### config.mk
export PLATFORM = sky130hd
export DESIGN_NAME = stage_memory_flat
export DESIGN_NICKNAME = d
export VERILOG_FILES = /design/src/rtl/stage_memory_if.sv /design/src/rtl/stage_memory.sv /design/src/flat_wrapper.sv
export SDC_FILE = /design/constraint.sdc
export NUM_CORES = 1
export LEC_CHECK = 0
export ABC_AREA = 0
export CELL_PAD_IN_SITES_DETAIL_PLACEMENT = 1
export CELL_PAD_IN_SITES_GLOBAL_PLACEMENT = 2
export CORE_ASPECT_RATIO = 0.7
export CORE_MARGIN = 8
export CORE_UTILIZATION = 25
export CTS_CLUSTER_DIAMETER = 150
export DETAILED_ROUTE_END_ITERATION = 16
export PLACE_DENSITY_LB_ADDON = 0.1
export SETUP_SLACK_MARGIN = 0.4
export SYNTH_ARGS = -nofsm -noshare
export SYNTH_HDL_FRONTEND = slang
export SYNTH_SLANG_ARGS = --single-unit
### constraint.sdc
create_clock -name clk -period 85 [get_ports clk]
set_input_delay 25.5 -clock clk [delete_from_list [all_inputs] [get_ports clk]]
set_output_delay 25.5 -clock clk [all_outputs]
set_load 0.03 [all_outputs]
### src/rtl/stage_memory_if.sv
// Data-memory port of the MEM stage: a 32-bit request/ready handshake.
// The stage is the master; the memory (or a bench model) is the slave.
interface stage_memory_if;
    logic        req;
    logic        we;
    logic [31:0] addr;
    logic [31:0] wdata;
    logic        ready;
    logic [31:0] rdata;

    modport master (output req, we, addr, wdata, input ready, rdata);
    modport slave  (input req, we, addr, wdata, output ready, rdata);
endinterface

### src/rtl/stage_memory.sv
// MEM pipeline stage: turns scalar/vector loads and stores into 32-bit
// memory beats, assembles vector read data lane by lane, stalls upstream
// while an access is in flight and drives the MEM/WB pipeline register.
module stage_memory (
    input  logic                  clk,
    input  logic                  rst,
    // EX/MEM control and data
    input  logic                  mem_valid,
    input  logic                  mem_reg_write,
    input  logic [4:0]            mem_rd,
    input  logic [1:0]            mem_result_src,
    input  logic                  mem_mem_write,
    input  logic                  mem_vector_op,
    input  logic [127:0]          mem_alu_result,
    input  logic [127:0]          mem_write_data,
    input  logic [31:0]           mem_pc_plus_4,
    input  logic [127:0]          mem_imm_ext,
    // Data-memory port
    stage_memory_if.master        dmem,
    // Upstream hold
    output logic                  mem_stall,
    // MEM/WB register
    output logic                  wb_valid,
    output logic                  wb_reg_write,
    output logic [4:0]            wb_rd,
    output logic [1:0]            wb_result_src,
    output logic                  wb_vector_op,
    output logic [127:0]          wb_alu_result,
    output logic [127:0]          wb_read_result,
    output logic [31:0]           wb_pc_plus_4,
    output logic [127:0]          wb_imm_ext
);

    typedef enum logic {
        IDLE   = 1'b0,
        ACCESS = 1'b1
    } state_t;

    // Operation captured when a memory op is accepted; drives every beat.
    typedef struct packed {
        logic         reg_write;
        logic [4:0]   rd;
        logic [1:0]   result_src;
        logic         mem_write;
        logic         vector_op;
        logic [127:0] alu_result;
        logic [127:0] write_data;
        logic [31:0]  pc_plus_4;
        logic [127:0] imm_ext;
    } op_t;

    typedef struct packed {
        logic         valid;
        logic         reg_write;
        logic [4:0]   rd;
        logic [1:0]   result_src;
        logic         vector_op;
        logic [127:0] alu_result;
        logic [127:0] read_result;
        logic [31:0]  pc_plus_4;
        logic [127:0] imm_ext;
    } wb_t;

    state_t       state_q, state_d;
    logic [1:0]   beat_q, beat_d;
    logic [127:0] buf_q, buf_d;
    op_t          op_q, op_d;
    wb_t          wb_q, wb_d;

    logic         is_mem_op;
    logic         last_beat;
    logic         is_load;
    logic [6:0]   lane_lsb;
    logic [127:0] assembled;

    assign is_mem_op = mem_valid && ((mem_result_src == 2'b01) || mem_mem_write);
    assign last_beat = op_q.vector_op ? (beat_q == 2'd3) : (beat_q == 2'd0);
    assign is_load   = !op_q.mem_write;
    assign lane_lsb  = {beat_q, 5'b00000};

    // Read buffer with the word returned for the current beat merged into its lane.
    always_comb begin
        assembled                = buf_q;
        assembled[lane_lsb +: 32] = dmem.rdata;
    end

    // Next-state, beat sequencing, memory port drive and MEM/WB next value.
    always_comb begin
        // NOTE: every signal gets a default before any branch so no path leaves one unassigned (no latches).
        state_d    = state_q;
        beat_d     = beat_q;
        buf_d      = buf_q;
        op_d       = op_q;
        wb_d       = '0;
        mem_stall  = 1'b0;
        dmem.req   = 1'b0;
        dmem.we    = 1'b0;
        dmem.addr  = '0;
        dmem.wdata = '0;

        // While reset is high everything stays at its zero default.
        if (!rst) begin
            case (state_q)
                IDLE: begin
                    if (is_mem_op) begin
                        mem_stall       = 1'b1;
                        op_d.reg_write  = mem_reg_write;
                        op_d.rd         = mem_rd;
                        op_d.result_src = mem_result_src;
                        op_d.mem_write  = mem_mem_write;
                        op_d.vector_op  = mem_vector_op;
                        op_d.alu_result = mem_alu_result;
                        op_d.write_data = mem_write_data;
                        op_d.pc_plus_4  = mem_pc_plus_4;
                        op_d.imm_ext    = mem_imm_ext;
                        beat_d          = 2'd0;
                        buf_d           = '0;
                        state_d         = ACCESS;
                    end else if (mem_valid) begin
                        wb_d.valid      = 1'b1;
                        wb_d.reg_write  = mem_reg_write;
                        wb_d.rd         = mem_rd;
                        wb_d.result_src = mem_result_src;
                        wb_d.vector_op  = mem_vector_op;
                        wb_d.alu_result = mem_alu_result;
                        wb_d.pc_plus_4  = mem_pc_plus_4;
                        wb_d.imm_ext    = mem_imm_ext;
                    end
                end

                ACCESS: begin
                    dmem.req   = 1'b1;
                    dmem.we    = op_q.mem_write;
                    dmem.addr  = op_q.alu_result[31:0] + {28'd0, beat_q, 2'b00};
                    dmem.wdata = op_q.write_data[lane_lsb +: 32];
                    mem_stall  = !(dmem.ready && last_beat);

                    if (dmem.ready) begin
                        beat_d = beat_q + 2'd1;
                        if (is_load) begin
                            buf_d = assembled;
                        end
                        if (last_beat) begin
                            state_d          = IDLE;
                            beat_d           = 2'd0;
                            wb_d.valid       = 1'b1;
                            wb_d.reg_write   = op_q.reg_write;
                            wb_d.rd          = op_q.rd;
                            wb_d.result_src  = op_q.result_src;
                            wb_d.vector_op   = op_q.vector_op;
                            wb_d.alu_result  = op_q.alu_result;
                            wb_d.read_result = is_load ? assembled : '0;
                            wb_d.pc_plus_4   = op_q.pc_plus_4;
                            wb_d.imm_ext     = op_q.imm_ext;
                        end
                    end
                end

                default: state_d = IDLE;
            endcase
        end
    end

    // Control state, read buffer and MEM/WB register; synchronous reset clears them all.
    always_ff @(posedge clk) begin
        if (rst) begin
            state_q <= IDLE;
            beat_q  <= 2'd0;
            buf_q   <= '0;
            wb_q    <= '0;
        end else begin
            // NOTE: sequential state uses non-blocking assignments so all registers update from pre-edge values.
            state_q <= state_d;
            beat_q  <= beat_d;
            buf_q   <= buf_d;
            wb_q    <= wb_d;
        end
    end

    // Captured operation fields.
    // NOTE: no reset here: these are only read in ACCESS, which is always entered through a fresh capture.
    always_ff @(posedge clk) begin
        op_q <= op_d;
    end

    assign wb_valid       = wb_q.valid;
    assign wb_reg_write   = wb_q.reg_write;
    assign wb_rd          = wb_q.rd;
    assign wb_result_src  = wb_q.result_src;
    assign wb_vector_op   = wb_q.vector_op;
    assign wb_alu_result  = wb_q.alu_result;
    assign wb_read_result = wb_q.read_result;
    assign wb_pc_plus_4   = wb_q.pc_plus_4;
    assign wb_imm_ext     = wb_q.imm_ext;

endmodule

### src/flat_wrapper.sv
// flat-port wrapper written by rule: the top's interface ports become plain ports
module stage_memory_flat 
  (clk, rst, mem_valid, mem_reg_write, mem_rd, mem_result_src, mem_mem_write, mem_vector_op, mem_alu_result, mem_write_data, mem_pc_plus_4, mem_imm_ext, mem_stall, wb_valid, wb_reg_write, wb_rd, wb_result_src, wb_vector_op, wb_alu_result, wb_read_result, wb_pc_plus_4, wb_imm_ext, dmem_req, dmem_we, dmem_addr, dmem_wdata, dmem_ready, dmem_rdata);
  stage_memory_if dmem_i ();
  input  logic clk;
  input  logic rst;
  input  logic mem_valid;
  input  logic mem_reg_write;
  input  logic [4:0] mem_rd;
  input  logic [1:0] mem_result_src;
  input  logic mem_mem_write;
  input  logic mem_vector_op;
  input  logic [127:0] mem_alu_result;
  input  logic [127:0] mem_write_data;
  input  logic [31:0] mem_pc_plus_4;
  input  logic [127:0] mem_imm_ext;
  output logic mem_stall;
  output logic wb_valid;
  output logic wb_reg_write;
  output logic [4:0] wb_rd;
  output logic [1:0] wb_result_src;
  output logic wb_vector_op;
  output logic [127:0] wb_alu_result;
  output logic [127:0] wb_read_result;
  output logic [31:0] wb_pc_plus_4;
  output logic [127:0] wb_imm_ext;
  output wire logic [$bits(dmem_i.req)-1:0] dmem_req;
  output wire logic [$bits(dmem_i.we)-1:0] dmem_we;
  output wire logic [$bits(dmem_i.addr)-1:0] dmem_addr;
  output wire logic [$bits(dmem_i.wdata)-1:0] dmem_wdata;
  input wire logic [$bits(dmem_i.ready)-1:0] dmem_ready;
  input wire logic [$bits(dmem_i.rdata)-1:0] dmem_rdata;
  assign dmem_req = dmem_i.req;
  assign dmem_we = dmem_i.we;
  assign dmem_addr = dmem_i.addr;
  assign dmem_wdata = dmem_i.wdata;
  assign dmem_i.ready = dmem_ready;
  assign dmem_i.rdata = dmem_rdata;
  stage_memory u_core (.clk(clk), .rst(rst), .mem_valid(mem_valid), .mem_reg_write(mem_reg_write), .mem_rd(mem_rd), .mem_result_src(mem_result_src), .mem_mem_write(mem_mem_write), .mem_vector_op(mem_vector_op), .mem_alu_result(mem_alu_result), .mem_write_data(mem_write_data), .mem_pc_plus_4(mem_pc_plus_4), .mem_imm_ext(mem_imm_ext), .dmem(dmem_i), .mem_stall(mem_stall), .wb_valid(wb_valid), .wb_reg_write(wb_reg_write), .wb_rd(wb_rd), .wb_result_src(wb_result_src), .wb_vector_op(wb_vector_op), .wb_alu_result(wb_alu_result), .wb_read_result(wb_read_result), .wb_pc_plus_4(wb_pc_plus_4), .wb_imm_ext(wb_imm_ext));
endmodule
==> flow_metrics.tcl, run 1 <==
set metrics [dict create \
    outcome "finished clean" \
    crit_arrival_ns 28.05 \
    synthCells 2238 \
    leakage_nw 16.13 \
    setup_viol 0 \
    syn_area_per_cell_sq_um 14.64 \
    final.min_clock_period_ns 53.55 \
    p_clk_frac 0.448 \
    grt_max_degree 164 \
    numClockSinks 983 \
    setup-tns-final_ns 0 \
    period_share 0.6300 \
    synth_warnings 0 \
    reg2reg_depth 8 \
    seq_power_share 0.480 \
    vias 23190 \
    die_h_um 318.9 \
    grt_pass1_vias 24940 \
    core_sq_mm 0.1304 \
    pre_cts_ws_ns 31.41 \
    grt.total_usage 0.1850 \
    place.gp.congestion 0.8360 \
    htreeDepth 3 \
    r2r-end "u_core.wb_imm_ext[60]$_SDFF_PP0_" \
    ys_ff_latch 983 \
    rsz0062_at_grt "no" \
    crit_end "dmem_wdata[10]" \
    placed_area_sq_mm 0.04410 \
    powerDensity_mw_per_mm2 22.28 \
    cts_hold_buf 0 \
    maxSlewHeadroom 0.1896 \
    holdWs_ns 0.4520 \
    final_common_cell "clkdlybuf4s50_1" \
    grt-ovfl-total 0 \
    required_ns 59.50 \
    max-cap-violations 0 \
    ir_worst_vdd_v 0.00001494 \
    combinationalPowerShare 0.072 \
    cts_setup_buffers 0 \
    numCtsBuffers 104 \
    drive_above_1_share 0.07882 \
    wirelength_mm 139.1 \
    routed_via_density 4.624 \
    clockBufferDepth 3 \
    drtAntennaViolNets 0 \
    fin_nets 3627 \
    area_delta_synth_final_pct 45.75 \
    cts-resized-gates 0 \
    tightest_slew_ns 1.214 \
    intPower_uw 819.9 \
    hold_class "flop to flop" \
    end_kind "primary output" \
    cts_root_buf "clkbuf_16" \
    final_cell_mix "clkdlybuf4s50_1, dfxtp_1, edfxtp_1, a22o_1, nor2_1" \
    grt_first_pass_wirelength_mm 194.5 \
    setup_slack_ns 31.45 \
    row_count 111 \
    ff2ff_setup_slack_ns 79.47 \
    min_delay_path_depth 1 \
    synth_nets 2709 \
    critPathMaxFanout 42 \
    syn-cell-area_sq_mm 0.03276 \
    tritoncts "yes" \
    drt_iter0_drc 1262 \
    hold_violations 0 \
    routedWlPerCell_um 27.73 \
    p_sw_uw 243.8 \
    die_w_um 448.6 \
    path_clk_slew_ns 0.06 \
    path_class "input port to primary output" \
    dpl.hpwl_mm 99.05 \
    p_total_mw 1.064 \
    slew_violations 0 \
    dieArea_sq_mm 0.1430 \
    final_cell_area_sq_mm 0.04774 \
    fill_cells 13510 \
    insertion_delay_ns 0.74 \
    critPathLaunchType "input port" \
    start_util 0.2512 \
    swShare 0.2292 \
    seq_area_frac_synth 0.7309 \
    fmax_mhz 18.68 \
    firstDrtPassIters 5 \
    drc 0 \
    startpoint "rst" \
    reg2reg_from "u_core.beat_q[0]$_SDFFE_PP0P_" \
    worst_clock_skew_ns 0.02688 \
    antenna_found_initial 34 \
    num_io_pins 955 \
    place.port_buffers 954 \
    synth_cell_type_count 47 \
]
[power by group through the flow]
stage / clock network [mW] / logic (mW) / registers [mW]
finish: 0.477 / 0.0761 / 0.511
global route: 0.512 / 0.0802 / 0.512
CTS: 0.495 / 0.0772 / 0.511
detailed placement: 0 / 0.0769 / 0.521
global placement: 0 / 0.0759 / 0.520
floorplan: 0 / 0.0204 / 0.534
[synth_stat cells (all sizes together)]
library cell / instances / area share
clkbuf: 100 / 0.011
and4: 3 / 0.00080
a2bb2oi: 128 / 0.034
o21ai: 8 / 0.0012
a21oi: 22 / 0.0034
nand3: 8 / 0.0014
or3: 8 / 0.0017
edfxtp: 426 / 0.39
o31a: 1 / 0.00027
nor4: 6 / 0.0013
nor4b: 1 / 0.00046
nand2b: 36 / 0.0069
o21a: 1 / 0.00023
xor2: 3 / 0.00080
nor4bb: 1 / 0.00031
a22o: 296 / 0.079
or4: 9 / 0.0022
nor2b: 6 / 0.0011
nor2: 144 / 0.017
o31ai: 6 / 0.0014
o32ai: 128 / 0.034
ha: 8 / 0.0031
a31oi: 1 / 0.00019
buf: 72 / 0.011
nand4: 13 / 0.0031
mux2i: 2 / 0.00061
mux4: 32 / 0.022
fa: 1 / 0.00061
and2: 37 / 0.0071
o21bai: 1 / 0.00023
nor3: 8 / 0.0012
inv: 136 / 0.016
nor3b: 1 / 0.00023
dfxtp: 557 / 0.34
or2: 2 / 0.00038
nand2: 16 / 0.0018
xnor2: 10 / 0.0027
[cell type report]
| type | count | area, sq um | share of cell area |
|---|---|---|---|
| Clock buffer | 161 | 3119 | 0.06533 |
| Inverter | 136 | 510.5 | 0.01069 |
| Timing Repair Buffer | 984 | 9797 | 0.2052 |
| Sequential cell | 983 | 23950 | 0.5016 |
| Tap cell | 1751 | 2191 | 0.04589 |
| Antenna cell | 17 | 42.54 | 0.0008910 |
| Clock inverter | 37 | 485.5 | 0.01017 |
| Multi-Input combinational cell | 947 | 7650 | 0.1602 |
[worst min-delay path by stage]
stage,end,startpoint
6_report,u_core.wb_imm_ext[98]$_SDFF_PP0_,u_core.op_q[98]$_DFFE_PP_
5_1_grt,u_core.wb_imm_ext[53]$_SDFF_PP0_,u_core.op_q[53]$_DFFE_PP_
4_1_cts,u_core.wb_alu_result[98]$_SDFF_PP0_,u_core.op_q[386]$_DFFE_PP_
3_5_place_dp,u_core.wb_reg_write$_SDFF_PP0_,u_core.op_q[425]$_DFFE_PP_
3_3_place_gp,u_core.wb_imm_ext[110]$_SDFF_PP0_,u_core.op_q[110]$_DFFE_PP_
2_1_floorplan,u_core.wb_alu_result[127]$_SDFF_PP0_,u_core.op_q[415]$_DFFE_PP_
[worst max-delay path, stage by stage]
cell and delay [ns]:
buf_4 0.16, nand2b_1 0.15, buf_4 0.24, inv_1 0.91, and2_1 0.25, clkdlybuf4s50_1 0.78
[sequential cells by signal, summed over array words and instances, names as in the netlist]
name / flops
u_core.op_q: 426
u_core.buf_q: 128
u_core.wb_alu_result: 128
u_core.wb_imm_ext: 128
u_core.wb_read_result: 128
u_core.wb_pc_plus_4: 32
u_core.wb_rd: 5
u_core.beat_q: 2
u_core.wb_result_src: 2
u_core.state_q: 1
u_core.wb_reg_write: 1
u_core.wb_valid: 1
u_core.wb_vector_op: 1
[through the flow]
stage | utilization | cells
after floorplan | - | 2238
after global placement | 0.3381 | 4801
after detailed placement | 0.3381 | 4801
after CTS | 0.3658 | 4999
after global routing | 0.3660 | 5011
final | 0.3661 | 5016
[layer usage]
| layer | wire length (um) | global-route usage |
|---|---|---|
| met5 | 135 | 0 |
| met2 | 72090 | 0.3352 |
| met3 | 9827 | 0.06476 |
| met1 | 53380 | 0.2054 |
| met4 | 3654 | 0.05073 |
[logic make-up (layout without fill, tap and decap cells)]
family          Yosys count  after routing  synth area share
fa+ha+maj                 9              9          0.003667
flops                   983            983            0.7309
mux                      34             34           0.02261
xor+xnor                 13             13          0.003476
other cells               0             17                 0
simple gates            299            299           0.04656
compound gates          592            592            0.1545
buf+inv                 308           1318           0.03827
Power figures use the tool's default switching activity.
==> run 2, diff against run 1 <==
==> constraint.sdc (replaced) <==
create_clock -name clk -period 46.8 [get_ports clk]
set_input_delay 14.04 -clock clk [delete_from_list [all_inputs] [get_ports clk]]
set_output_delay 14.04 -clock clk [all_outputs]
set_load 0.03 [all_outputs]
==> flow_metrics.tcl, run 2 (synthesis results as in run 1) <==
set metrics [dict create \
    outcome "finished clean" \
    die_w_um 448.6 \
    p_sw_uw 440.3 \
    swShare 0.2285 \
    final_common_cell "clkdlybuf4s50_1" \
    tritoncts "yes" \
    ff2ff_setup_slack_ns 41.19 \
    drt_iter0_drc 1197 \
    hold_class "flop to flop" \
    row_count 111 \
    fmax_mhz 32.84 \
    area_delta_synth_final_pct 45.65 \
    period_share 0.6506 \
    num_io_pins 955 \
    final_cell_area_sq_mm 0.04771 \
    grt-ovfl-total 0 \
    wirelength_mm 137.6 \
    fin_nets 3628 \
    combinationalPowerShare 0.071 \
    final_cell_mix "clkdlybuf4s50_1, dfxtp_1, edfxtp_1, a22o_1, nor2_1" \
    grt_max_degree 200 \
    largest-register "u_core.op_q" \
    end_kind "primary output" \
    dieArea_sq_mm 0.1430 \
    clockBufferDepth 3 \
    p_clk_frac 0.447 \
    ir_worst_vdd_v 0.00002914 \
    m1WireLength_mm 52.94 \
    start_util 0.2512 \
    path_class "input port to primary output" \
    slew_violations 0 \
    seq_power_share 0.481 \
    required_ns 32.76 \
    dr.max_layer_used "met5" \
    final.min_clock_period_ns 30.45 \
    path_clk_slew_ns 0.06 \
    maxSlewHeadroom 0.1676 \
    cts_hold_buf 0 \
    cts-resized-gates 0 \
    fill_cells 13450 \
    rsz0062_at_grt "no" \
    worst_clock_skew_ns 0.01845 \
    setup-tns-final_ns 0 \
    htreeDepth 3 \
    grt_first_pass_wirelength_mm 192.7 \
    grt_pass1_vias 24800 \
    holdWs_ns 0.4562 \
    place.port_buffers 954 \
    met2WireLength_mm 72.33 \
    route.met3.wl_mm 9.553 \
    dpl.hpwl_mm 98.00 \
    numClockSinks 983 \
    cts_root_buf "clkbuf_16" \
    drtAntennaViolNets 0 \
    crit_arrival_ns 16.41 \
    drc 0 \
    critPathLaunchType "input port" \
    core_sq_mm 0.1304 \
    firstDrtPassIters 5 \
    routedWlPerCell_um 27.46 \
    path_cells "clkdlybuf4s50_1, nor2b_1, o21bai_1, a21oi_1, clkdlybuf4s50_1" \
    crit_family "buffers and inverters" \
    numCtsBuffers 105 \
    max-cap-violations 0 \
    largest_reg_flops 426 \
    slowest_delay_ns 0.87 \
    placed_area_sq_mm 0.04411 \
    critPathMaxFanout 9 \
    cts_setup_buffers 0 \
    cp_slowest_cell "o21bai_1" \
    antenna_found_initial 35 \
    grt.total_usage 0.1833 \
    cp_num_buf_inv 2 \
    tightest_slew_ns 1.249 \
    leakage_nw 16.12 \
    powerDensity_mw_per_mm2 40.39 \
    critPathMostFrequentCell "clkdlybuf4s50_1" \
    hold_violations 0 \
    place.gp.congestion 0.8362 \
    routed_via_density 4.605 \
    setup_viol 0 \
    vias 23080 \
    intPower_mw 1.487 \
    insertion_delay_ns 0.72 \
    drive_above_1_share 0.07915 \
    die_h_um 318.9 \
]
## run 2: cell types whose count changed in the layout (fill, tap and decap cells not counted), sizes merged
cell,change
inv,+2
clkinvlp,+2
diode,-4
clkbuf,-4
clkinv,-1
## run 2: layout make-up
type                    count  area [sq um]  area share
clock buffers             157          3097     0.06491
inverters                 136         510.5     0.01070
flip-flops and latches    983         23950      0.5020
repair buffers            984          9809      0.2056
diodes                     13         32.53   0.0006819
well taps                1751          2191     0.04592
multi-input cells         947          7650      0.1603
clock inverters            40         470.5    0.009861
## run 2: worst paths after layout
check / endpoint / from / depth (start not counted)
max: mem_stall / mem_result_src[0] / 5
min: u_core.wb_alu_result[52]$_SDFF_PP0_ / u_core.op_q[340]$_DFFE_PP_ / 1
max reg2reg: u_core.op_q[408]$_DFFE_PP_ / u_core.state_q$_SDFF_PP0_ / 7
min reg2reg: u_core.wb_alu_result[52]$_SDFF_PP0_ / u_core.op_q[340]$_DFFE_PP_ / 1
## run 2: per-layer routing
metal  up-vias  track usage
met5         -            0
met4        24      0.04156
met3       174      0.06596
met2       644       0.3376
met1     11890       0.2014
li1      10350            -
## run 2: per-stage QoR
step                  util  cells  worst slack (ns)  power, mW
floorplan                -   2238             13.34      1.007
global placement    0.3382   4801             16.41      1.083
detailed placement  0.3382   4801             16.34      1.085
CTS                 0.3656   4998             16.33      1.959
global route        0.3658   5007             16.24      2.000
finish              0.3658   5011             16.35      1.927
## run 2: power by group through the flow
stage | Clock (mW) | Combinational [mW] | Sequential [mW]
finish | 0.862 | 0.138 | 0.927
global route | 0.926 | 0.145 | 0.929
detailed placement | 0 | 0.139 | 0.946
CTS | 0.892 | 0.140 | 0.927
global placement | 0 | 0.137 | 0.945
floorplan | 0 | 0.0370 | 0.970
